<file path="src/rtl/mem_pkg.sv">
// Shared definitions for the memory-stage load/store engine: load/store
// code constants, FSM state encoding and the size/alignment helpers used
// by both the access unit and the load extractor.
package mem_pkg;

   // Unified load/store codes produced by instruction decode
   localparam logic [2:0] LS_LB  = 3'b000;
   localparam logic [2:0] LS_LBU = 3'b001;
   localparam logic [2:0] LS_LH  = 3'b010;
   localparam logic [2:0] LS_LHU = 3'b011;
   localparam logic [2:0] LS_LW  = 3'b100;
   localparam logic [2:0] LS_SB  = 3'b101;
   localparam logic [2:0] LS_SH  = 3'b110;
   localparam logic [2:0] LS_SW  = 3'b111;

   typedef enum logic [1:0] {
      ST_IDLE,
      ST_REQ,
      ST_WAIT,
      ST_DRAIN
   } state_e;

   function automatic logic is_store(input logic [2:0] code);
      return (code == LS_SB) || (code == LS_SH) || (code == LS_SW);
   endfunction

   function automatic logic is_byte(input logic [2:0] code);
      return (code == LS_LB) || (code == LS_LBU) || (code == LS_SB);
   endfunction

   function automatic logic is_half(input logic [2:0] code);
      return (code == LS_LH) || (code == LS_LHU) || (code == LS_SH);
   endfunction

   function automatic logic is_word(input logic [2:0] code);
      return (code == LS_LW) || (code == LS_SW);
   endfunction

   // Only lb and lh sign-extend; every other load zero-extends or is full width
   function automatic logic is_signed_load(input logic [2:0] code);
      return (code == LS_LB) || (code == LS_LH);
   endfunction

   // Halfwords need an even address, words a multiple of four
   function automatic logic misaligned(input logic [2:0] code, input logic [1:0] a);
      return (is_half(code) && a[0]) || (is_word(code) && (a != 2'b00));
   endfunction

   // Byte-lane enables for an access of this code at byte offset a
   function automatic logic [3:0] be_for(input logic [2:0] code, input logic [1:0] a);
      logic [3:0] be;
      if (is_word(code)) begin
         be = 4'b1111;
      end else if (is_half(code)) begin
         be = a[1] ? 4'b1100 : 4'b0011;
      end else begin
         be = 4'b0001 << a;
      end
      return be;
   endfunction

   // Store data replicated across all lanes so the enabled lanes carry it
   function automatic logic [31:0] wdata_for(input logic [2:0] code, input logic [31:0] wd);
      logic [31:0] r;
      if (is_word(code)) begin
         r = wd;
      end else if (is_half(code)) begin
         r = {2{wd[15:0]}};
      end else begin
         r = {4{wd[7:0]}};
      end
      return r;
   endfunction

endpackage

</file>
<file path="src/rtl/mem_load_align.sv">
// Combinational load-data extractor: picks the addressed byte or halfword
// out of the returned memory word and sign- or zero-extends it.
module mem_load_align
   import mem_pkg::*;
(
   input  logic [31:0] rdata_i,
   input  logic [2:0]  ls_code_i,
   input  logic [1:0]  addr_lo_i,
   output logic [31:0] result_o
);

   logic [7:0]  lane [4];
   logic [7:0]  byte_sel;
   logic [15:0] half_sel;

   for (genvar gi = 0; gi < 4; gi++) begin : g_lane
      assign lane[gi] = rdata_i[8*gi +: 8];
   end

   assign byte_sel = lane[addr_lo_i];
   assign half_sel = addr_lo_i[1] ? rdata_i[31:16] : rdata_i[15:0];

   // Size-dependent extraction and extension
   always_comb begin
      result_o = rdata_i;
      if (is_byte(ls_code_i)) begin
         if (is_signed_load(ls_code_i)) begin
            result_o = {{24{byte_sel[7]}}, byte_sel};
         end else begin
            result_o = {24'h000000, byte_sel};
         end
      end else if (is_half(ls_code_i)) begin
         if (is_signed_load(ls_code_i)) begin
            result_o = {{16{half_sel[15]}}, half_sel};
         end else begin
            result_o = {16'h0000, half_sel};
         end
      end
   end

endmodule

</file>
<file path="src/rtl/mem_access_unit.sv">
// Memory-stage load/store engine. Accepts one operation at a time, raises
// address-error pulses for misaligned accesses, drives a single-outstanding
// req/gnt/rvalid memory port and returns extended load data to writeback.
module mem_access_unit
   import mem_pkg::*;
#(
   parameter int ADDR_W = 32,
   parameter int DATA_W = 32
)
(
   input  logic              clk,
   input  logic              rst,
   input  logic              req_valid,
   output logic              req_ready,
   input  logic [2:0]        ls_code,
   input  logic [ADDR_W-1:0] addr,
   input  logic [DATA_W-1:0] wdata,
   input  logic [4:0]        dst_reg,
   input  logic              flush,
   output logic              stall,
   output logic              mem_req,
   output logic              mem_we,
   output logic [3:0]        mem_be,
   output logic [ADDR_W-1:0] mem_addr,
   output logic [DATA_W-1:0] mem_wdata,
   input  logic              mem_gnt,
   input  logic              mem_rvalid,
   input  logic [DATA_W-1:0] mem_rdata,
   output logic              rsp_valid,
   output logic              rsp_is_load,
   output logic [DATA_W-1:0] rsp_rdata,
   output logic [4:0]        rsp_dst,
   output logic              adel,
   output logic              ades,
   output logic [ADDR_W-1:0] bad_vaddr
);

   state_e            state_q;
   logic [2:0]        op_code_q;
   logic [1:0]        op_alo_q;
   logic [4:0]        op_dst_q;

   logic              mem_req_q;
   logic              mem_we_q;
   logic [3:0]        mem_be_q;
   logic [ADDR_W-1:0] mem_addr_q;
   logic [DATA_W-1:0] mem_wdata_q;

   logic              rsp_valid_q;
   logic              rsp_is_load_q;
   logic [DATA_W-1:0] rsp_rdata_q;
   logic [4:0]        rsp_dst_q;

   logic              adel_q;
   logic              ades_q;
   logic [ADDR_W-1:0] bad_vaddr_q;

   logic              idle;
   logic              accept;
   logic              acc_misaligned;
   logic [DATA_W-1:0] load_result;

   assign idle           = (state_q == ST_IDLE);
   assign accept         = idle & req_valid & ~flush;
   assign acc_misaligned = misaligned(ls_code, addr[1:0]);

   // Extraction works from the registered code/offset of the in-flight load
   mem_load_align u_load_align (
      .rdata_i   (mem_rdata),
      .ls_code_i (op_code_q),
      .addr_lo_i (op_alo_q),
      .result_o  (load_result)
   );

   // Transaction FSM with all memory-side and response outputs registered
   always_ff @(posedge clk) begin
      if (rst) begin
         state_q       <= ST_IDLE;
         op_code_q     <= LS_LB;
         op_alo_q      <= 2'b00;
         op_dst_q      <= 5'd0;
         mem_req_q     <= 1'b0;
         mem_we_q      <= 1'b0;
         mem_be_q      <= 4'b0000;
         mem_addr_q    <= '0;
         mem_wdata_q   <= '0;
         rsp_valid_q   <= 1'b0;
         rsp_is_load_q <= 1'b0;
         rsp_rdata_q   <= '0;
         rsp_dst_q     <= 5'd0;
         adel_q        <= 1'b0;
         ades_q        <= 1'b0;
         bad_vaddr_q   <= '0;
      end else begin
         // Completion and exception outputs are single-cycle pulses
         rsp_valid_q <= 1'b0;
         adel_q      <= 1'b0;
         ades_q      <= 1'b0;

         case (state_q)
            ST_IDLE: begin
               if (accept) begin
                  op_code_q <= ls_code;
                  op_alo_q  <= addr[1:0];
                  op_dst_q  <= dst_reg;
                  if (acc_misaligned) begin
                     // Fault instead of issuing; FSM stays idle
                     adel_q      <= ~is_store(ls_code);
                     ades_q      <= is_store(ls_code);
                     bad_vaddr_q <= addr;
                  end else begin
                     state_q     <= ST_REQ;
                     mem_req_q   <= 1'b1;
                     mem_we_q    <= is_store(ls_code);
                     mem_be_q    <= be_for(ls_code, addr[1:0]);
                     mem_addr_q  <= {addr[ADDR_W-1:2], 2'b00};
                     mem_wdata_q <= wdata_for(ls_code, wdata);
                  end
               end
            end

            ST_REQ: begin
               if (mem_gnt) begin
                  // Granted: the access is committed even under flush
                  mem_req_q <= 1'b0;
                  mem_we_q  <= 1'b0;
                  if (is_store(op_code_q)) begin
                     state_q <= ST_IDLE;
                     if (!flush) begin
                        rsp_valid_q   <= 1'b1;
                        rsp_is_load_q <= 1'b0;
                        rsp_rdata_q   <= '0;
                        rsp_dst_q     <= 5'd0;
                     end
                  end else begin
                     state_q <= flush ? ST_DRAIN : ST_WAIT;
                  end
               end else if (flush) begin
                  // Not yet granted: simply withdraw the request
                  mem_req_q <= 1'b0;
                  mem_we_q  <= 1'b0;
                  state_q   <= ST_IDLE;
               end
            end

            ST_WAIT: begin
               if (mem_rvalid) begin
                  state_q <= ST_IDLE;
                  if (!flush) begin
                     rsp_valid_q   <= 1'b1;
                     rsp_is_load_q <= 1'b1;
                     rsp_rdata_q   <= load_result;
                     rsp_dst_q     <= op_dst_q;
                  end
               end else if (flush) begin
                  state_q <= ST_DRAIN;
               end
            end

            ST_DRAIN: begin
               // Read data of a flushed load is consumed and dropped
               if (mem_rvalid) begin
                  state_q <= ST_IDLE;
               end
            end

            default: state_q <= ST_IDLE;
         endcase
      end
   end

   assign req_ready   = idle & ~rst;
   assign stall       = ~rst & ((req_valid & ~req_ready) | ~idle);

   assign mem_req     = mem_req_q;
   assign mem_we      = mem_we_q;
   assign mem_be      = mem_be_q;
   assign mem_addr    = mem_addr_q;
   assign mem_wdata   = mem_wdata_q;

   assign rsp_valid   = rsp_valid_q;
   assign rsp_is_load = rsp_is_load_q;
   assign rsp_rdata   = rsp_rdata_q;
   assign rsp_dst     = rsp_dst_q;

   // A flush arriving while the fault pulse is up cancels it
   assign adel        = adel_q & ~flush & ~rst;
   assign ades        = ades_q & ~flush & ~rst;
   assign bad_vaddr   = bad_vaddr_q;

endmodule

</file>
<file path="config.mk">
export PLATFORM = sky130hd
export DESIGN_NAME = mem_access_unit
export DESIGN_NICKNAME = d
export VERILOG_FILES = /design/src/rtl/mem_pkg.sv /design/src/rtl/mem_load_align.sv /design/src/rtl/mem_access_unit.sv
export SDC_FILE = /design/constraint.sdc
export NUM_CORES = 1
export LEC_CHECK = 0
export ABC_AREA = 1
export ABC_CLOCK_PERIOD_IN_PS = 1800
export CORE_AREA = 4 4 148 150
export CTS_BUF_LIST = sky130_fd_sc_hd__clkbuf_2
export DETAILED_ROUTE_END_ITERATION = 10
export DIE_AREA = 0 0 152 154
export PLACE_DENSITY = 0.66
export SLEW_MARGIN = 40
export SYNTH_ARGS = -nofsm -noshare
export SYNTH_HDL_FRONTEND = slang
export SYNTH_SLANG_ARGS = --single-unit
</file>
<file path="constraint.sdc">
create_clock -name clk -period 1.8 [get_ports clk]
set_input_delay 0.54 -clock clk [delete_from_list [all_inputs] [get_ports clk]]
set_output_delay 0.54 -clock clk [all_outputs]
set_load 0.01 [all_outputs]
</file>
==> key figures <==
Outcome
  • Status: finished with violations
  • Violated checks: setup timing

Placed design
  • Post-detail-place hpwl: 17,100 microns
  • Placer congestion estimate: 0.886
  • Number of input and output port buffers inserted: 252

Clock tree
  • Clock Tree Buf Depth: 2
  • Clock latency on the worst-skew pair: 0.76 ns
  • Clock sink count: 153
  • Root buffer cell: sky130_fd_sc_hd__clkbuf_2
  • H-tree levels: 4
  • TritonCTS clock tree: built
  • Number of buffers created by CTS: 17
  • Clk pin slew, worst setup/hold paths: 0.27 ns

Layout
  • Layout Nets: 1,402
  • Register area: 3240 sq um
  • Area taken by multi-input logic gates: 3500 sq um
  • Fillcell total: 1,991
  • Fraction of final layout cells sized beyond drive strength 1: 37.8%
  • Syn-to-layout area delta: 57.7%

Routing
  • Detailed Routing Iterations Pass 1: 5
  • Number of nets with antenna violations after detailed routing: 0
  • Wire length reported by the detailed router: 24,000 microns
  • Ratio of routed vias to standard cells: 4.79
  • Starting DRT DRC Count: 352
  • Residual DRC: 0
  • Final routed wire length divided by cell count: 15.2 microns
  • Vias post-DR: 7,554

Global route
  • Maximum number of pins on one net before global-route repair: 49
  • GR Util All Layers: 19.9%
  • Total grt overflow: 0
  • Initial antenna violation count: 1
  • Global-route wire length before repair: 38,100 microns
  • Number of global-route vias before repair: 7,226

Timing
  • Final number of hold-violating endpoints: 0
  • Tcrit/Tclk final: 118%
  • Unrepaired setup endpoints after global routing: true
  • Worst Tran Pin Value: 0.661 ns
  • Final count of pins violating max slew: 0
  • Fin Setup TNS: -1.40 ns
  • Setup clock skew after layout: 0.0613 ns
  • Final count of negative-setup-slack endpoints: 34
  • Min setup slack post-route: -0.321 ns
  • Achievable frequency: 0.471 GHz
  • Crit path time final: 2.12 ns
  • Worst-case headroom to the max-slew limit: 55.9%

Hold path
  • Type of the tightest min-delay check: input port to flip-flop
  • Worst Hold End: bad_vaddr[0]$_SDFFE_PP0P_
  • Startpoint of the most critical hold path: rst
  • Hold depth: 3

Critical path
  • Number of cells on the worst reg-to-reg path: 12
  • Worst setup SP type: flip-flop
  • Critical-path maximum fanout: 3
  • Required time of the critical path: 1.26 ns
  • Endpoint of the lowest-slack register-to-register path: rsp_rdata[8]$_SDFFE_PP0P_
  • Type of destination of the critical path: output pin
  • Reg2reg setup slack: 0.01 ns
  • Arrival time of data at the critical path endpoint: 1.58 ns
  • Classification of the worst setup path: flip-flop to output pin
  • Critical register-to-register path startpoint: state_q[1]$_SDFFE_PP0P_

Die
  • Die extent in y: 154 microns
  • Floorplan die width: 152 microns
  • I/O pin total: 255
  • Initial Util: 34.2%
  • Std-Cell Core Area: 20,700 sq um
  • Number of rows in the core area: 53
  • Die area: 23,400 sq um

Logic synthesis
  • Share of the yosys chip area belonging to registers: 43.3%
  • Count of cell types in the netlist: 32
  • Netlist area before placement: 7070 sq um
  • Flip-flop and latch count after synthesis: 153
  • Average cell area after synthesis: 7.15 sq um
  • Number of standard cells after synthesis: 989
  • Warnings from Yosys: 0

Pwr
  • Largest vdd supply drop: 0.403 mV
  • Pwr/cell area: 876 nW/um^2
  • Overall power: 0.00977 W
  • Leakage power: 4.85 nW

Run
  • Max-cap check violation count: 0
worst max path at each step:
stage	startpoint	endpoint	cells past startpoint
CTS	state_q[1]$_SDFFE_PP0P_	req_ready	5
global route	state_q[0]$_SDFFE_PP0P_	req_ready	5
global placement	flush	ades	5
floorplan	rst	adel	3
finish	state_q[0]$_SDFFE_PP0P_	req_ready	5
detailed placement	flush	ades	5
synth_stat cells, drive strengths merged:
cell / n / area (sq um)
dfxtp: 153 / 3060
and2: 1 / 6.26
o2111ai: 1 / 15.0
buf: 38 / 244
nand3: 59 / 420
a21oi: 70 / 440
conb: 1 / 3.75
nor3: 1 / 5.00
nor2: 215 / 831
clkbuf: 30 / 113
inv: 71 / 267
ha: 5 / 62.6
o21ai: 145 / 729
nand2: 171 / 664
a21boi: 1 / 11.3
nand4: 4 / 25.0
o211ai: 23 / 173
through the flow:
step / setup slack [ns] / hold WS (ns) / std cells / cell area [sq um] / utilization [%]
floorplan: 0.0833 / 0.444 / 990 / 7080 / -
global placement: -0.623 / 0.442 / 1521 / 10300 / 49.6
detailed placement: -0.608 / 0.457 / 1521 / 10300 / 49.6
CTS: -0.476 / 0.0507 / 1563 / 11000 / 53.0
global route: -0.483 / 0.0472 / 1576 / 11200 / 53.9
finish: -0.321 / 0.169 / 1576 / 11200 / 53.9
routing by layer:
| metal | vias to the layer above | track usage, % | routed length (microns) |
|---|---|---|---|
| li1 | 3788 | - | - |
| met1 | 3474 | 24.1 | 10000 |
| met2 | 268 | 32.7 | 11200 |
| met3 | 24 | 9.01 | 2480 |
| met4 | 0 | 4.32 | 347 |
| met5 | - | 0 | 0 |
registers in the layout (all words and copies together), names as in the netlist, 3 cells and up:
signal	cells
op_code_q	3
mem_addr	30
bad_vaddr	32
rsp_dst	5
rsp_rdata	32
mem_wdata	32
mem_be	4
op_dst_q	5
power by group:
part	switching [W]	total (W)	leakage [nW]	internal, W
Combinational	0.00184	0.00363	3.38	0.00179
Clock	0.00155	0.00204	0.154	0.000483
Sequential	0.000268	0.00410	1.31	0.00383
cells by family (layout without fill, tap and decap cells):
logic type               count (synthesis)  count (layout)  share of synthesized area (%)
buffers and inverters                  139             449                           8.81
adder cells (fa/ha/maj)                  5               5                          0.884
AND/OR/NAND/NOR                        451             451                           27.6
flip-flops                             153             153                           43.3
AO/OA/AOI/OAI                          240             240                           19.4
other                                    1               3                         0.0530
layout make-up:
| cell class | count | area share [%] |
|---|---|---|
| repair buffers | 346 | 31.7 |
| multi-input cells | 698 | 31.3 |
| flip-flops and latches | 153 | 29.1 |
| well taps | 275 | 3.09 |
| inverters | 71 | 2.39 |
| clock inverters | 15 | 1.56 |
| clock buffers | 17 | 0.763 |
| diodes | 1 | 0.0224 |
timing repair:
| action | in CTS | in global routing |
|---|---|---|
| setup endpoints to repair | 154 | 185 |
| buffers inserted | 9 | 12 |
| pin swaps | 5 | 13 |
| hold buffers | 0 | 0 |
| gates resized for setup | 890 | 24 |
| gates cloned | 1 | 0 |
placed cells by master, fill, tap and decap left out, types with 2 or more instances in the layout:
master / Yosys / final
sky130_fd_sc_hd__buf_6: 3 / 143
sky130_fd_sc_hd__clkinv_4: 0 / 3
sky130_fd_sc_hd__inv_1: 64 / 59
sky130_fd_sc_hd__conb_1: 1 / 2
sky130_fd_sc_hd__a21oi_4: 1 / 2
sky130_fd_sc_hd__o21ai_1: 12 / 12
sky130_fd_sc_hd__nor2_2: 3 / 3
sky130_fd_sc_hd__nand3_2: 20 / 19
sky130_fd_sc_hd__buf_2: 24 / 3
sky130_fd_sc_hd__buf_4: 7 / 81
sky130_fd_sc_hd__clkinv_8: 0 / 4
sky130_fd_sc_hd__nor2_1: 211 / 210
sky130_fd_sc_hd__nand2_4: 2 / 3
sky130_fd_sc_hd__ha_4: 0 / 3
sky130_fd_sc_hd__nand2_2: 3 / 5
sky130_fd_sc_hd__dfxtp_1: 153 / 10
sky130_fd_sc_hd__inv_6: 0 / 3
sky130_fd_sc_hd__clkdlybuf4s50_1: 0 / 108
sky130_fd_sc_hd__a21oi_1: 48 / 46
sky130_fd_sc_hd__o211ai_1: 23 / 23
sky130_fd_sc_hd__inv_2: 7 / 12
sky130_fd_sc_hd__nand3_1: 37 / 35
sky130_fd_sc_hd__o21ai_0: 132 / 132
sky130_fd_sc_hd__clkbuf_2: 0 / 17
sky130_fd_sc_hd__inv_8: 0 / 5
sky130_fd_sc_hd__dfxtp_2: 0 / 142
sky130_fd_sc_hd__nand2_1: 166 / 163
sky130_fd_sc_hd__nand4_1: 4 / 4
sky130_fd_sc_hd__buf_12: 0 / 10
sky130_fd_sc_hd__ha_1: 5 / 2
sky130_fd_sc_hd__nand3_4: 2 / 5
sky130_fd_sc_hd__a21oi_2: 21 / 22
critical path: stages (launching register included):
cell and delay, ns:
sky130_fd_sc_hd__dfxtp_2 0.38, sky130_fd_sc_hd__inv_2 0.08, sky130_fd_sc_hd__ha_4 0.15, sky130_fd_sc_hd__inv_2 0.05
sky130_fd_sc_hd__nor2_4 0.10, sky130_fd_sc_hd__buf_6 0.12
(Power assumes the default switching activity.)
